==> src/rtl/fetch_sequencer.sv <==
// Multi-cycle instruction-fetch controller: owns the PC, handshakes with instruction memory and decode.
// Optional misaligned-redirect trap enabled by defining FETCH_MISALIGN_CHECK_EN.
module fetch_sequencer #(
    parameter int unsigned     XLEN     = 64,
    parameter logic [XLEN-1:0] RESET_PC = '0
) (
    input  logic            clk,
    input  logic            rst,
    input  logic            run,
    input  logic            redirect_valid,
    input  logic [XLEN-1:0] redirect_target,
    output logic            imem_req,
    output logic [XLEN-1:0] imem_addr,
    input  logic            imem_gnt,
    input  logic            imem_rvalid,
    input  logic [31:0]     imem_rdata,
    output logic            if_valid,
    output logic [XLEN-1:0] if_pc,
    output logic [31:0]     if_instr,
    input  logic            if_ready,
    output logic            busy
`ifdef FETCH_MISALIGN_CHECK_EN
    ,
    output logic            fetch_fault
`endif
);

    typedef enum logic [2:0] {
        S_IDLE,
        S_REQ,
        S_WAIT,
        S_OUT
`ifdef FETCH_MISALIGN_CHECK_EN
        ,
        S_FAULT
`endif
    } state_t;

    state_t          state, state_n;
    logic [XLEN-1:0] pc, pc_n;
    logic [XLEN-1:0] if_pc_n;
    logic [31:0]     if_instr_n;
    logic            drop, drop_n;
    logic [XLEN-1:0] target;
    state_t          next_fetch;

`ifdef FETCH_MISALIGN_CHECK_EN
    logic fault, fault_n;
    logic misaligned;
    logic in_flight;

    assign target     = redirect_target;
    assign misaligned = (redirect_target[1:0] != 2'b00);
    // A response still owed by memory must be swallowed after the trap is left.
    assign in_flight  = (state == S_REQ && imem_gnt) || (state == S_WAIT && !imem_rvalid)
                      || (state == S_FAULT && drop && !imem_rvalid);
    assign fetch_fault = fault;
`else
    logic [1:0] unused_target_bits;

    assign target             = {redirect_target[XLEN-1:2], 2'b00};
    assign unused_target_bits = redirect_target[1:0];
`endif

    assign next_fetch = run ? S_REQ : S_IDLE;
    assign imem_req   = (state == S_REQ);
    assign imem_addr  = pc;
    assign if_valid   = (state == S_OUT);
    assign busy       = (state != S_IDLE);

    // NOTE: every variable gets its hold value first so no path leaves it unassigned (no latches).
    always_comb begin
        state_n    = state;
        pc_n       = pc;
        drop_n     = drop;
        if_pc_n    = if_pc;
        if_instr_n = if_instr;
`ifdef FETCH_MISALIGN_CHECK_EN
        fault_n    = fault;
`endif
        case (state)
            S_IDLE: if (run) state_n = S_REQ;
            S_REQ:  if (imem_gnt) state_n = S_WAIT;
            S_WAIT: begin
                if (imem_rvalid) begin
                    if (drop) begin
                        drop_n  = 1'b0;
                        state_n = next_fetch;
                    end else begin
                        if_instr_n = imem_rdata;
                        if_pc_n    = pc;
                        state_n    = S_OUT;
                    end
                end
            end
            S_OUT: begin
                if (if_ready) begin
                    pc_n    = pc + XLEN'(4);
                    state_n = next_fetch;
                end
            end
`ifdef FETCH_MISALIGN_CHECK_EN
            S_FAULT: if (drop && imem_rvalid) drop_n = 1'b0;
`endif
            default: state_n = S_IDLE;
        endcase

        // Redirect overrides whatever the handshake logic above decided.
        if (redirect_valid) begin
            pc_n = target;
            case (state)
                S_REQ:  if (imem_gnt) drop_n = 1'b1;
                S_WAIT: begin
                    if_pc_n    = if_pc;
                    if_instr_n = if_instr;
                    if (imem_rvalid) begin
                        drop_n  = 1'b0;
                        state_n = next_fetch;
                    end else begin
                        drop_n  = 1'b1;
                        state_n = S_WAIT;
                    end
                end
                S_OUT:   state_n = next_fetch;
                default: ;
            endcase
`ifdef FETCH_MISALIGN_CHECK_EN
            if (misaligned) begin
                fault_n = 1'b1;
                drop_n  = in_flight;
                state_n = S_FAULT;
            end else if (state == S_FAULT) begin
                fault_n = 1'b0;
                state_n = drop_n ? S_WAIT : next_fetch;
            end
`endif
        end
    end

    // NOTE: sequential state uses non-blocking assignments so all registers update together at the edge.
    always_ff @(posedge clk or posedge rst) begin
        if (rst) begin
            state    <= S_IDLE;
            pc       <= RESET_PC;
            drop     <= 1'b0;
            if_pc    <= '0;
            if_instr <= '0;
`ifdef FETCH_MISALIGN_CHECK_EN
            fault    <= 1'b0;
`endif
        end else begin
            state    <= state_n;
            pc       <= pc_n;
            drop     <= drop_n;
            if_pc    <= if_pc_n;
            if_instr <= if_instr_n;
`ifdef FETCH_MISALIGN_CHECK_EN
            fault    <= fault_n;
`endif
        end
    end

endmodule

==> config.mk <==
export PLATFORM = sky130hd
export DESIGN_NAME = fetch_sequencer
export DESIGN_NICKNAME = d
export VERILOG_FILES = /design/src/rtl/fetch_sequencer.sv
export SDC_FILE = /design/constraint.sdc
export NUM_CORES = 1
export LEC_CHECK = 0
export ABC_CLOCK_PERIOD_IN_PS = 9600
export CORE_MARGIN = 2
export CORE_UTILIZATION = 25
export DETAILED_ROUTE_END_ITERATION = 7
export GPL_TIMING_DRIVEN = 1
export PLACE_DENSITY_LB_ADDON = 0.1
export RECOVER_POWER = 25
export SYNTH_ARGS = -nofsm -noshare
export SYNTH_HDL_FRONTEND = slang
export SYNTH_SLANG_ARGS = --single-unit
export TNS_END_PERCENT = 20
==> constraint.sdc <==
create_clock -name clk -period 9.6 [get_ports clk]
set_input_delay 1.92 -clock clk [delete_from_list [all_inputs] [get_ports clk]]
set_output_delay 1.92 -clock clk [all_outputs]
set_load 0.05 [all_outputs]
==> results_dict.tcl, run 1 <==
set metrics [dict create \
    p_sw_share_pct 39.6 \
    slowest_stage "clkinvlp_2" \
    cp_max_fo 100 \
    drtIter0Drc 237 \
    slew_violations 190 \
    p_leak_nw 4.48 \
    synthSimpleGateAreaFrac_pct 17.0 \
    synth_top_area_cell "dfrtp_1" \
    syn2layout_area_growth_pct 47.5 \
    hold_path_class "flop to flop" \
    syn-cell-area_mm2 0.00746 \
    finClkSkew_ns 0.0159 \
    required_ns 10.05 \
    antenna_found_initial 4 \
    post-route-period-util_pct 60.1 \
    post_cts_buffers 0 \
    synthXorXnorAreaFrac_pct 3.99 \
    grt_max_degree 101 \
    die_h_um 177 \
    p_per_area_mw_per_mm2 221 \
    portBuffers 259 \
    drt-pass1-iter-count 4 \
    drt-total-wl_um 24600 \
    overflow 0 \
    synth-async-reset-ratio_pct 100 \
    clockPowerShare_pct 28.3 \
    ir_drop_mv 0.105 \
    synth_top_family_by_area "simple AND/OR/NAND/NOR gates" \
    slew_headroom_pct -216 \
    route.detailed.drc 0 \
    cts_buffers 17 \
    cts_hold_repair.buffers 0 \
    pwr-share-seq_pct 36.1 \
    hold_viol 0 \
    crit_family "buffers and inverters" \
    start_kind "primary input" \
    fin_crit_ns 5.77 \
    yosysMostFrequentCell "dfrtp_1" \
    muxShareOfSynthArea_pct 14.2 \
    clk_pin_slew_ns 0.07 \
    via_count 6186 \
    yosys-top-cells-area "dfrtp_1 54%, mux2_2 14%, nand2_1 3.5%, o21ai_0 3.0%, xnor2_1 2.3%" \
    io_pins 266 \
    place_ws_ns 4.73 \
    grt-busiest-layer "met2" \
    tns_ns 0 \
    num_rows 63 \
    synth_common_cells "160 x dfrtp_1, 92 x mux2_2, 69 x nand2_1, 45 x o21ai_0, 35 x nor2_1" \
    rsz0062_at_grt "no" \
    avgSynthCellArea_um2 11.0 \
    syn_inst 676 \
    synth_compound_area_share_pct 7.93 \
    setup_viol 0 \
    htreeDepth 4 \
    critPathKind "primary input to asynchronous set/reset pin" \
    met1_usage_pct 20.8 \
    start_util_pct 25.3 \
    cts_sinks 160 \
    grt_pass1_wl_um 37500 \
    cts_buffer_depth 2 \
    grt_usage_pct 15.8 \
    netlist.area_leader.share_pct 53.7 \
    synthFlopType "dfrtp_1" \
    ys_ff_latch 160 \
    grt_pass1_vias 6271 \
    p_comb_share_pct 35.6 \
    drv_cap 3 \
    dieWidth_um 177 \
    status "finished with violations" \
    place.detailed.hpwl_um 17200 \
    fmax_ghz 0.173 \
    nNetsFinal 1032 \
    tightest_slew_ns 4.72 \
    fin_ws_ns 3.83 \
    die-area_mm2 0.0312 \
    violations "max-capacitance violations, max-slew violations" \
    slowest_delay_ns 2.62 \
    clk_latency_ns 0.44 \
    grt_util_met3_pct 5.03 \
    yosysWarnings 0 \
    synth-seq-area-share_pct 53.7 \
    gp_routability_congestion 0.713 \
    grt_util_met2_pct 25.0 \
    crit_arrival_ns 6.23 \
    p_sw_uw 966 \
    synthAdderAreaFrac_pct 0.168 \
    core_area_mm2 0.0295 \
    post_cts_resized 0 \
    synth_edf_count 0 \
    cp_num_buf_inv 3 \
    cts-root-buf "clkbuf_16" \
    ant_nets 0 \
    viasPerCell 4.64 \
    end_kind "asynchronous set/reset pin" \
    p_int_mw 1.47 \
    drive_above_1_share_pct 14.8 \
    synth_cell_type_count 50 \
    path_cells "dlygate4sd3_1 > clkinvlp_2 > buf_4" \
    wl_per_cell_um 18.4 \
    cts_tree "yes" \
]
[routing by layer]
metal | routed length (µm) | share of wire, %
met1 | 11200 | 46
met2 | 11300 | 46
met3 | 1850 | 7.5
met4 | 227 | 0.92
met5 | 14 | 0.057
[placed cells by master (no fill, tap or decap), types with 3 or more instances in the layout]
master             n
a21oi_1            3
a31oi_1           22
and2_1             5
and3_1             6
and4_1             3
buf_4              7
clkbuf_1           4
clkbuf_16         17
clkdlybuf4s50_1  257
clkinvlp_4         3
conb_1             5
dfrtp_1          160
inv_1              9
inv_6              5
mux2_2            92
nand2_1           69
nand3_1           25
nand4_1           27
nor2_1            35
nor2b_1            4
nor3_1            12
nor3b_1            3
nor4_1            10
o21ai_0           45
o31ai_1           16
or3_1              7
or4_1             18
xnor2_1           20
xor2_1            14
[worst paths after layout]
check / startpoint / end / slack (ns) / cells after the start
worst max register to register: state[1] / if_pc[58] / 6.10 / 5
min in group asynchronous: rst / if_instr[20] / 3.39 / 2
worst max-delay path: rst / imem_addr[49] / 3.83 / 3
max in group clk: redirect_valid / if_pc[58] / 4.06 / 6
worst min-delay path: if_pc[37] / if_pc[37] / 0.49 / 2
worst min register to register: if_pc[37] / if_pc[37] / 0.49 / 2
[power by group through the flow]
stage / Sequential, mW / Clock (mW) / Combinational, mW
6_report: 0.881 / 0.689 / 0.867
5_1_grt: 0.900 / 0.743 / 0.909
4_1_cts: 0.882 / 0.713 / 0.878
3_5_place_dp: 0.895 / 0 / 0.876
3_3_place_gp: 0.890 / 0 / 0.876
2_1_floorplan: 1.28 / 0 / 0.158
[layout make-up]
class	instances	area, µm²
Clock buffer	17	425
Multi-Input combinational cell	469	3240
Timing Repair Buffer	269	2650
Fill cell	3005	18500
Tap cell	390	488
Antenna cell	2	5.00
Clock inverter	15	146
Inverter	11	42.5
Sequential cell	160	4000
[registers in the layout (all words and copies together), names as in the netlist]
name and flops:
drop 1, if_instr 32, if_pc 62, imem_addr 62
state 3
[cell families (layout without fill, tap and decap cells)]
family / after synthesis / count (layout)
AO/OA/AOI/OAI: 97 / 97
XOR/XNOR: 34 / 34
adder cells (fa/ha/maj): 1 / 1
buffers and inverters: 51 / 312
flip-flops: 160 / 160
multiplexers: 94 / 94
other: 1 / 7
AND/OR/NAND/NOR: 238 / 238
[tightest hold or removal path: cells and delay by family (launching register included)]
family / cells / cell delay, ns
DFF: 1 / 0.34
AOI/OAI and AO/OA: 1 / 0.06
and+or+nand+nor: 1 / 0.05
[stage by stage]
step,hold WS (ns),std cells,total power [mW],utilization (%),instance area [µm²]
final,0.487,1333,2.44,37.3,11000
after global routing,0.503,1331,2.55,37.3,11000
after CTS,0.495,1331,2.47,37.4,11000
after detailed placement,0.479,1299,1.77,35.4,10400
after global placement,0.464,1299,1.77,35.4,10400
after floorplan,0.489,680,1.44,-,7480
No activity file was read; power rests on OpenSTA's default activity.
==> inputs of run 2 (changes only) <==
--- a/config.mk
+++ b/config.mk
@@ -5,7 +5,7 @@
 export SDC_FILE = /design/constraint.sdc
 export NUM_CORES = 1
 export LEC_CHECK = 0
-export ABC_CLOCK_PERIOD_IN_PS = 9600
+export ABC_CLOCK_PERIOD_IN_PS = 5950
 export CORE_MARGIN = 2
 export CORE_UTILIZATION = 25
 export DETAILED_ROUTE_END_ITERATION = 7
==> constraint.sdc (replaced) <==
create_clock -name clk -period 5.95 [get_ports clk]
set_input_delay 1.19 -clock clk [delete_from_list [all_inputs] [get_ports clk]]
set_output_delay 1.19 -clock clk [all_outputs]
set_load 0.05 [all_outputs]
==> run 2 against run 1 <==
  * The run still ends with max-capacitance violations, max-slew violations left
  * Final area increased by 0.67%
  * Largest power group unchanged
  * Combinational power increased by 61%
  * Cell count unchanged
  * Worst hold slack improved by 0.0033 ns
  * Die area unchanged
  * Non-clock buffer count unchanged
  * Global-route usage increased by 0.43 points
  * Sequential share of layout area decreased by 0.24 points
==> results_dict.tcl, run 2 (synthesis gave the netlist of run 1 again) <==
set metrics [dict create \
    status "finished with violations" \
    violations "max-capacitance violations, max-slew violations" \
    cp_num_buf_inv 2 \
    path_cells "dlygate4sd3_1 > nand4b_1 > nor3_1 > clkbuf_1 > nand4_1 > or4_1 > a31oi_1" \
    fin_cells 1333 \
    fmax_ghz 0.244 \
    cts-root-buf "clkbuf_16" \
    overflow 0 \
    p_leak_nw 4.51 \
    core_area_mm2 0.0295 \
    viasPerCell 4.69 \
    tightest_slew_ns 2.68 \
    hold_viol 0 \
    crit_family "simple AND/OR/NAND/NOR gates" \
    finClkSkew_ns 0.0129 \
    end_kind "flop" \
    cts_hold_repair.buffers 0 \
    rsz0062_at_grt "no" \
    nFillCells 2960 \
    num_rows 63 \
    fin_crit_ns 4.10 \
    grt_max_degree 87 \
    grt_usage_pct 16.2 \
    portBuffers 259 \
    route.detailed.drc 0 \
    post_cts_resized 0 \
    cts_buffer_depth 2 \
    dp_cells 1299 \
    crit_arrival_ns 4.44 \
    cts_tree "yes" \
    antenna_found_initial 3 \
    layout_commonest_cell "clkdlybuf4s50_1" \
    slew_headroom_pct -78.7 \
    p_per_area_mw_per_mm2 369 \
    dr.max_layer_used "met5" \
    gp_routability_congestion 0.712 \
    drive_above_1_share_pct 14.7 \
    cts_sinks 160 \
    die_h_um 177 \
    nNetsFinal 1032 \
    drt-total-wl_um 24800 \
    slowest_stage "nand4_1" \
    slew_violations 48 \
    met3_length_um 1830 \
    drt-pass1-iter-count 4 \
    io_pins 266 \
    syn2layout_area_growth_pct 48.5 \
    slowest_delay_ns 0.61 \
    wl_per_cell_um 18.6 \
    route.met2.wl_um 11300 \
    place.detailed.hpwl_um 17300 \
    dieWidth_um 177 \
    cts_buffers 17 \
    regArea_mm2 0.00400 \
    ant_nets 0 \
    post-route-period-util_pct 68.9 \
    clk_pin_slew_ns 0.07 \
    grt_pass1_vias 6359 \
    htreeDepth 4 \
    start_kind "primary input" \
    setup_viol 0 \
    cp_max_fo 10 \
    drtIter0Drc 315 \
    layout_common_cells "255 x clkdlybuf4s50_1, 160 x dfrtp_1, 92 x mux2_2" \
    start_util_pct 25.3 \
    tns_ns 0 \
    grt_pass1_wl_um 38500 \
    post_dp_cell_area_mm2 0.0104 \
    ir_drop_mv 0.172 \
    design_area_mm2 0.0111 \
    critPathKind "primary input to flop" \
    m1WireLength_um 11400 \
    multi_input_area_mm2 0.00323 \
    hold_path_class "flop to flop" \
    die-area_mm2 0.0312 \
    clk_latency_ns 0.44 \
    required_ns 6.29 \
    drv_cap 1 \
    post_cts_buffers 0 \
    via_count 6250 \
]
## run 2: cell count changes in the layout (fill, tap and decap cells not counted)
cell / delta
clkinvlp_4: -3
nand4b_4: -1
and2_0: +1
clkinv_2: -2
clkbuf_8: +1
clkinvlp_2: -1
dlygate4sd3_1: +2
inv_8: +2
and2_1: -1
bufinv_16: +3
nand4b_1: +1
clkdlybuf4s50_1: -2
## run 2: per-stage QoR
stage	hold slack [ns]	power [mW]	util (%)	setup WS, ns
2_1_floorplan	0.489	2.32	-	0.440
3_3_place_gp	0.463	2.85	35.4	1.82
3_5_place_dp	0.475	2.86	35.4	1.78
4_1_cts	0.491	4.15	37.6	2.25
5_1_grt	0.513	4.27	37.6	1.60
6_report	0.490	4.09	37.6	1.85
## run 2: worst paths after layout
| kind | start | to | slack, ns | cells past startpoint |
|---|---|---|---|---|
| setup / recovery | if_ready | imem_addr[43] | 1.85 | 7 |
| hold / removal | if_pc[47] | if_pc[47] | 0.49 | 2 |
| hold reg to reg | if_pc[47] | if_pc[47] | 0.49 | 2 |
| setup reg to reg | state[1] | if_pc[31] | 2.60 | 4 |
| max in group asynchronous | rst | if_instr[18] | 3.42 | 3 |
| min in group asynchronous | rst | if_instr[20] | 1.40 | 2 |
## run 2: cell type report
cell class,count,area share (%)
antenna,2,0.0452
clock buffer,18,3.96
clock inverter,14,1.97
inverter,11,0.418
multi-input combinational,469,29.1
sequential,160,36.1
tap,390,4.41
timing repair buffer,269,23.9
## run 2: per-layer routing
layer | vias up | global-route usage, %
li1 | 2975 | -
met1 | 3059 | 21.9
met2 | 192 | 25.0
met3 | 22 | 5.30
met4 | 2 | 4.03
met5 | - | 0
## run 2: worst min-delay path, delay by kind of cell, from the launching register on
family          cells  cell delay (ns)
flops               1             0.35
compound gates      1             0.06
simple gates        1             0.05
## run 2: power by group
part / switching (mW) / total [mW] / leakage, nW / internal, mW
sequential: 0.146 / 1.42 / 2.04 / 1.27
clock: 0.533 / 1.27 / 0.324 / 0.734
combinational: 0.892 / 1.40 / 2.15 / 0.510
==> inputs of run 3 (changes only) <==
--- a/config.mk
+++ b/config.mk
@@ -5,7 +5,7 @@
 export SDC_FILE = /design/constraint.sdc
 export NUM_CORES = 1
 export LEC_CHECK = 0
-export ABC_CLOCK_PERIOD_IN_PS = 5950
+export ABC_CLOCK_PERIOD_IN_PS = 3700
 export CORE_MARGIN = 2
 export CORE_UTILIZATION = 25
 export DETAILED_ROUTE_END_ITERATION = 7
==> constraint.sdc (replaced) <==
create_clock -name clk -period 3.7 [get_ports clk]
set_input_delay 0.74 -clock clk [delete_from_list [all_inputs] [get_ports clk]]
set_output_delay 0.74 -clock clk [all_outputs]
set_load 0.05 [all_outputs]
==> run 3 against run 2 <==
  * The run still ends with max-capacitance violations, max-slew violations left
  * Utilization about the same
  * Setup slack got worse by 1.3 ns
  * Combinational power increased by 61%
  * Register-to-register slack got worse by 1.8 ns
  * Sequential share of layout area about the same
  * Critical path type unchanged
  * Largest power group unchanged
  * Highest routed layer unchanged
==> results_dict.tcl, run 3 (synthesis gave the netlist of run 1 again) <==
set metrics [dict create \
    startpoint "if_ready" \
    status "finished with violations" \
    post-route-period-util_pct 84.8 \
    rsz0062_at_grt "no" \
    grt_max_degree 93 \
    drive_above_1_share_pct 15.8 \
    reg2reg_depth 5 \
    path_cells "clkdlybuf4s50_1 > nand4b_4 > or4_4 > or4_4 > or4_1 > a31oi_1" \
    fin_ws_ns 0.561 \
    setup_viol 0 \
    post_cts_resized 0 \
    slew_headroom_pct -46.7 \
    dieWidth_um 177 \
    io_pins 266 \
    drtIter0Drc 192 \
    die-area_mm2 0.0312 \
    fin_crit_ns 3.14 \
    cts-root-buf "clkbuf_16" \
    slowest_stage "or4_4" \
    violations "max-capacitance violations, max-slew violations" \
    start_util_pct 25.3 \
    holdPathStages 2 \
    ant_nets 0 \
    nNetsFinal 1040 \
    crit_arrival_ns 3.48 \
    r2r_slack_ns 0.80 \
    reg2reg_from "imem_addr[19]" \
    cp_max_fo 26 \
    p_per_area_mw_per_mm2 565 \
    post_cts_buffers 0 \
    slowest_delay_ns 0.72 \
    place_ws_ns 0.113 \
    drv_cap 2 \
    cp_num_buf_inv 1 \
    cts_sinks 160 \
    num_rows 63 \
    hold_start "if_pc[24]" \
    tightest_slew_ns 2.20 \
    cts_buffers 17 \
    p_leak_nw 4.54 \
    layout_common_cells "257 x clkdlybuf4s50_1, 160 x dfrtp_1, 92 x mux2_2" \
    gp_routability_congestion 0.719 \
    critPathKind "primary input to flop" \
    crit_family "simple AND/OR/NAND/NOR gates" \
    clk_pin_slew_ns 0.07 \
    grt_pass1_vias 6301 \
    cts_tree "yes" \
    drt-pass1-iter-count 4 \
    hold_path_class "flop to flop" \
    hold_path_end "if_pc[24]" \
    finClkSkew_ns 0.0172 \
    place.detailed.hpwl_um 17200 \
    core_area_mm2 0.0295 \
    grt_pass1_wl_um 37700 \
    drt-total-wl_um 24400 \
    r2r_end "imem_addr[52]" \
    antenna_found_initial 3 \
    grt_usage_pct 15.7 \
    route.detailed.drc 0 \
    clk_latency_ns 0.42 \
    tns_ns 0 \
    syn2layout_area_growth_pct 48.3 \
    slew_violations 162 \
    cts_hold_repair.buffers 0 \
    post_dp_cell_area_mm2 0.0105 \
    portBuffers 259 \
    cp_common_cell "or4_4" \
    htreeDepth 4 \
    fmax_ghz 0.319 \
    cts_buffer_depth 2 \
    wl_per_cell_um 18.2 \
    layout_commonest_cell "clkdlybuf4s50_1" \
    end_kind "flop" \
    hold_viol 0 \
    viasPerCell 4.58 \
    via_count 6139 \
    overflow 0 \
    ir_drop_mv 0.215 \
    start_kind "primary input" \
    die_h_um 177 \
    design_area_mm2 0.0111 \
    required_ns 4.04 \
]
-- run 3: routing by layer --
metal,up-vias,global-route usage (%),share of wire [%]
li1,2979,-,-
met1,2946,21.1,47
met2,193,24.8,45
met3,17,5.15,7.5
met4,4,3.37,0.71
met5,-,0,0.11
-- run 3: final cells by class --
cell class / count / area, µm²
inverter: 11 / 42.5
clock inverter: 12 / 101
clock buffer: 20 / 457
timing repair buffer: 277 / 2730
sequential: 160 / 4000
fill: 2972 / 18400
multi-input combinational: 469 / 3240
tap: 390 / 488
antenna: 1 / 2.50
-- run 3: worst register-to-register path: stages (launching register included) --
cell	delay, ns
dfrtp_1	0.53
nand4_1	0.20
or4_1	0.70
or4_4	0.64
or4_1	0.56
a31oi_1	0.19
-- run 3: power by group --
group          internal (mW)  switching, mW  leakage, nW
combinational          0.823           1.43         2.23
clock                  0.915          0.804        0.275
sequential              2.05          0.232         2.04
-- run 3: stage by stage --
stage	hold slack (ns)	util [%]	cells	total power [mW]
final	0.492	37.5	1340	6.26
after global routing	0.512	37.5	1339	6.57
after floorplan	0.489	-	680	3.73
after global placement	0.463	35.7	1307	4.59
after detailed placement	0.475	35.7	1307	4.60
after CTS	0.497	37.6	1339	6.38
-- run 3: worst max-delay path by stage --
stage	depth (start not counted)	to	slack [ns]
after floorplan	8	imem_addr[36]	0.61
after global routing	3	imem_addr[58]	0.27
after CTS	6	imem_addr[52]	0.56
after global placement	6	imem_addr[54]	0.15
final	6	imem_addr[52]	0.56
after detailed placement	6	imem_addr[52]	0.11
==> RTL edit (flow settings as in run 3) <==
Change the parameter `XLEN` from 64 to 32.
--- a/src/rtl/fetch_sequencer.sv
+++ b/src/rtl/fetch_sequencer.sv
@@ -1,7 +1,7 @@
 // Multi-cycle instruction-fetch controller: owns the PC, handshakes with instruction memory and decode.
 // Optional misaligned-redirect trap enabled by defining FETCH_MISALIGN_CHECK_EN.
 module fetch_sequencer #(
-    parameter int unsigned     XLEN     = 64,
+    parameter int unsigned     XLEN     = 32,
     parameter logic [XLEN-1:0] RESET_PC = '0
 ) (
     input  logic            clk,
Interface: changed (resized if_pc, imem_addr and redirect_target); port bits go from 266 to 170. No check against the original RTL was run, so the function may have changed too.
==> RTL edit against run 3 <==
- the flow still finishes with violations (capacitance limit, slew limit)
- worst setup slack better by 0.40 ns
- critical path type unchanged
- routed wire length is 52% lower
- total power is 42% lower
- first-iteration DRC count is 36% lower
- fmax is 15% higher
- sequential cell count is 64 lower
- cell area is 42% lower
- area after synthesis is 43% lower
- final cell count is 44% lower
- die area is 42% lower
==> RTL edit: results (changes against run 3) <==
| Metric | Value |
|---|---|
| Slack of the worst reg-to-reg path | 1.37 ns (+0.57 ns) |
| Reg2reg start | state[0] |
| CTS buffer count | 9 (-8) |
| Clock tree buffer depth | 2 (unchanged) |
| Setup crit start | if_ready |
| Clock transition at path regs | 0.07 ns (about the same) |
| DP Worst Slack | 0.604 ns (+0.491 ns) |
| Critical path arrival | 3.00 ns (-0.48 ns) |
| Global Route Usage Sum | 13.3% (-2.5 points) |
| Worst hold stages | 2 (unchanged) |
| Crit Path Max Fanout | 12 (-54%) |
| Final nets | 594 (-43%) |
| Crit path to | imem_addr[30] |
| Worst R2R Path Depth | 5 (unchanged) |
| Status | finished with violations |
| Seq/Total Area, Yosys | 56.3% (+2.7 points) |
| Async set or reset register ratio after synthesis | 100% (unchanged) |
| Number of flip-flops under the largest register name | 32 |
| Clk_skew | 0.00730 ns (-0.00992 ns) |
| Pin count of the biggest net entering global routing | 55 (-41%) |
| Clk Latency, worst-skew pair | 0.35 ns (-0.07 ns) |
| Yosys warning count | 0 (unchanged) |
| Syn Inst Count | 359 (-47%) |
| Final Worst Setup Slack | 0.966 ns (+0.405 ns) |
| Iter 0 DRT Violations | 123 (-36%) |
| Post-cts resize count | 0 (unchanged) |
| Count of input and output buffers | 163 (-37%) |
| Filler cells | 1,649 (-45%) |
| Hold endpoint | if_pc[27] |
| Synth cell count leaders | 96 x dfrtp_1, 64 x mux2_2, 42 x nand2_1 |
| Worst Hold Launch | if_pc[27] |
| Leakage | 2.72 nW (-40%) |
| Post-synth cell types | 36 (-28%) |
| Via-to-Cell Ratio | 4.38 (-4.3%) |
| DR DRC count | 0 (unchanged) |
| H-tree levels | 3 (-1) |
| Peak VDD IR | 198 uV (-7.8%) |
| Top cells by area, synth | dfrtp_1 56%, mux2_2 17%, nand2_1 3.7% |
| Non-filler instance count after layout | 747 (-44%) |
| Failing checks | capacitance limit, slew limit |
| # Post-CTS Setup Buffers | 0 (unchanged) |
| Top reg by flops | if_instr |
| First-pass GRT wire length | 18,600 um (-51%) |
| Initial antenna violation count | 0 (-3) |
| Share of cells above drive strength 1 | 16.7% (+0.89 points) |
| Max-cap violations | 1 (-1) |
| Grt ovf | 0 (unchanged) |
| Root buffer cell | clkbuf_16 |
| DRT Pass-1 Iters | 4 (unchanged) |
| Final wirelength | 11,600 um (-52%) |
| Placed cells | 731 (-44%) |
| Worst-Margin Slew | 2.13 ns (-0.0711 ns) |
| # diodes | 0 (-1) |
| Max-slew violations | 45 (-72%) |
| Hold WC Path Type | flip-flop to flip-flop |
| Routability cong. | 0.731 (+1.8%) |
| Vias in the first global route | 3,530 (-44%) |
| Dpl hpwl | 8410 um (-51%) |
==> RTL edit: changes by cell type in the layout (fill, tap and decap cells not counted), moves of 21 or more <==
cell,change
a31oi_1,-21
clkdlybuf4s50_1,-97
dfrtp_1,-64
mux2_2,-28
nand2_1,-27
nor2_1,-29
==> RTL edit: cell type report <==
| class | instances | share of cell area [%] |
|---|---|---|
| Sequential cell | 96 | 37.3 |
| Multi-Input combinational cell | 240 | 27.3 |
| Timing Repair Buffer | 168 | 26.0 |
| Tap cell | 220 | 4.27 |
| Clock buffer | 12 | 3.83 |
| Clock inverter | 4 | 0.835 |
| Inverter | 7 | 0.427 |
==> RTL edit: kinds of logic after synthesis <==
group	share of synthesized area, %
compound gates	4.34
xor+xnor	5.75
fa+ha+maj	0.293
buf+inv	2.79
flops	56.3
mux	17.1
other cells	0.0879
simple gates	13.3
==> RTL edit: critical path, stage by stage <==
cell	delay [ns]
clkdlybuf4s50_1	0.56
nand4b_4	0.13
or4_4	0.65
or3_4	0.44
or3_1	0.30
a31oi_1	0.16
==> RTL edit: routing by layer <==
layer  track usage [%]  vias up  share of wire (%)
met1              15.9     1595                 43
met5                 0        -                  0
met4              5.85        0                2.0
met3              2.67       14                3.9
li1                  -     1587                  -
met2              23.1       79                 51
==> RTL edit: through the flow <==
stage               area, um^2  util (%)  power (mW)  hold WS, ns
floorplan                 4280         -        2.21        0.489
global placement          6140      36.9        2.71        0.475
detailed placement        6140      36.9        2.72        0.475
CTS                       6440      38.7        3.69        0.495
global route              6440      38.7        3.80        0.514
finish                    6440      38.7        3.63        0.488
==> RTL edit: report_power, final <==
group	internal [mW]	total, mW	switching [mW]
registers	1.23	1.36	0.131
logic	0.495	1.33	0.832
clock network	0.544	0.947	0.402
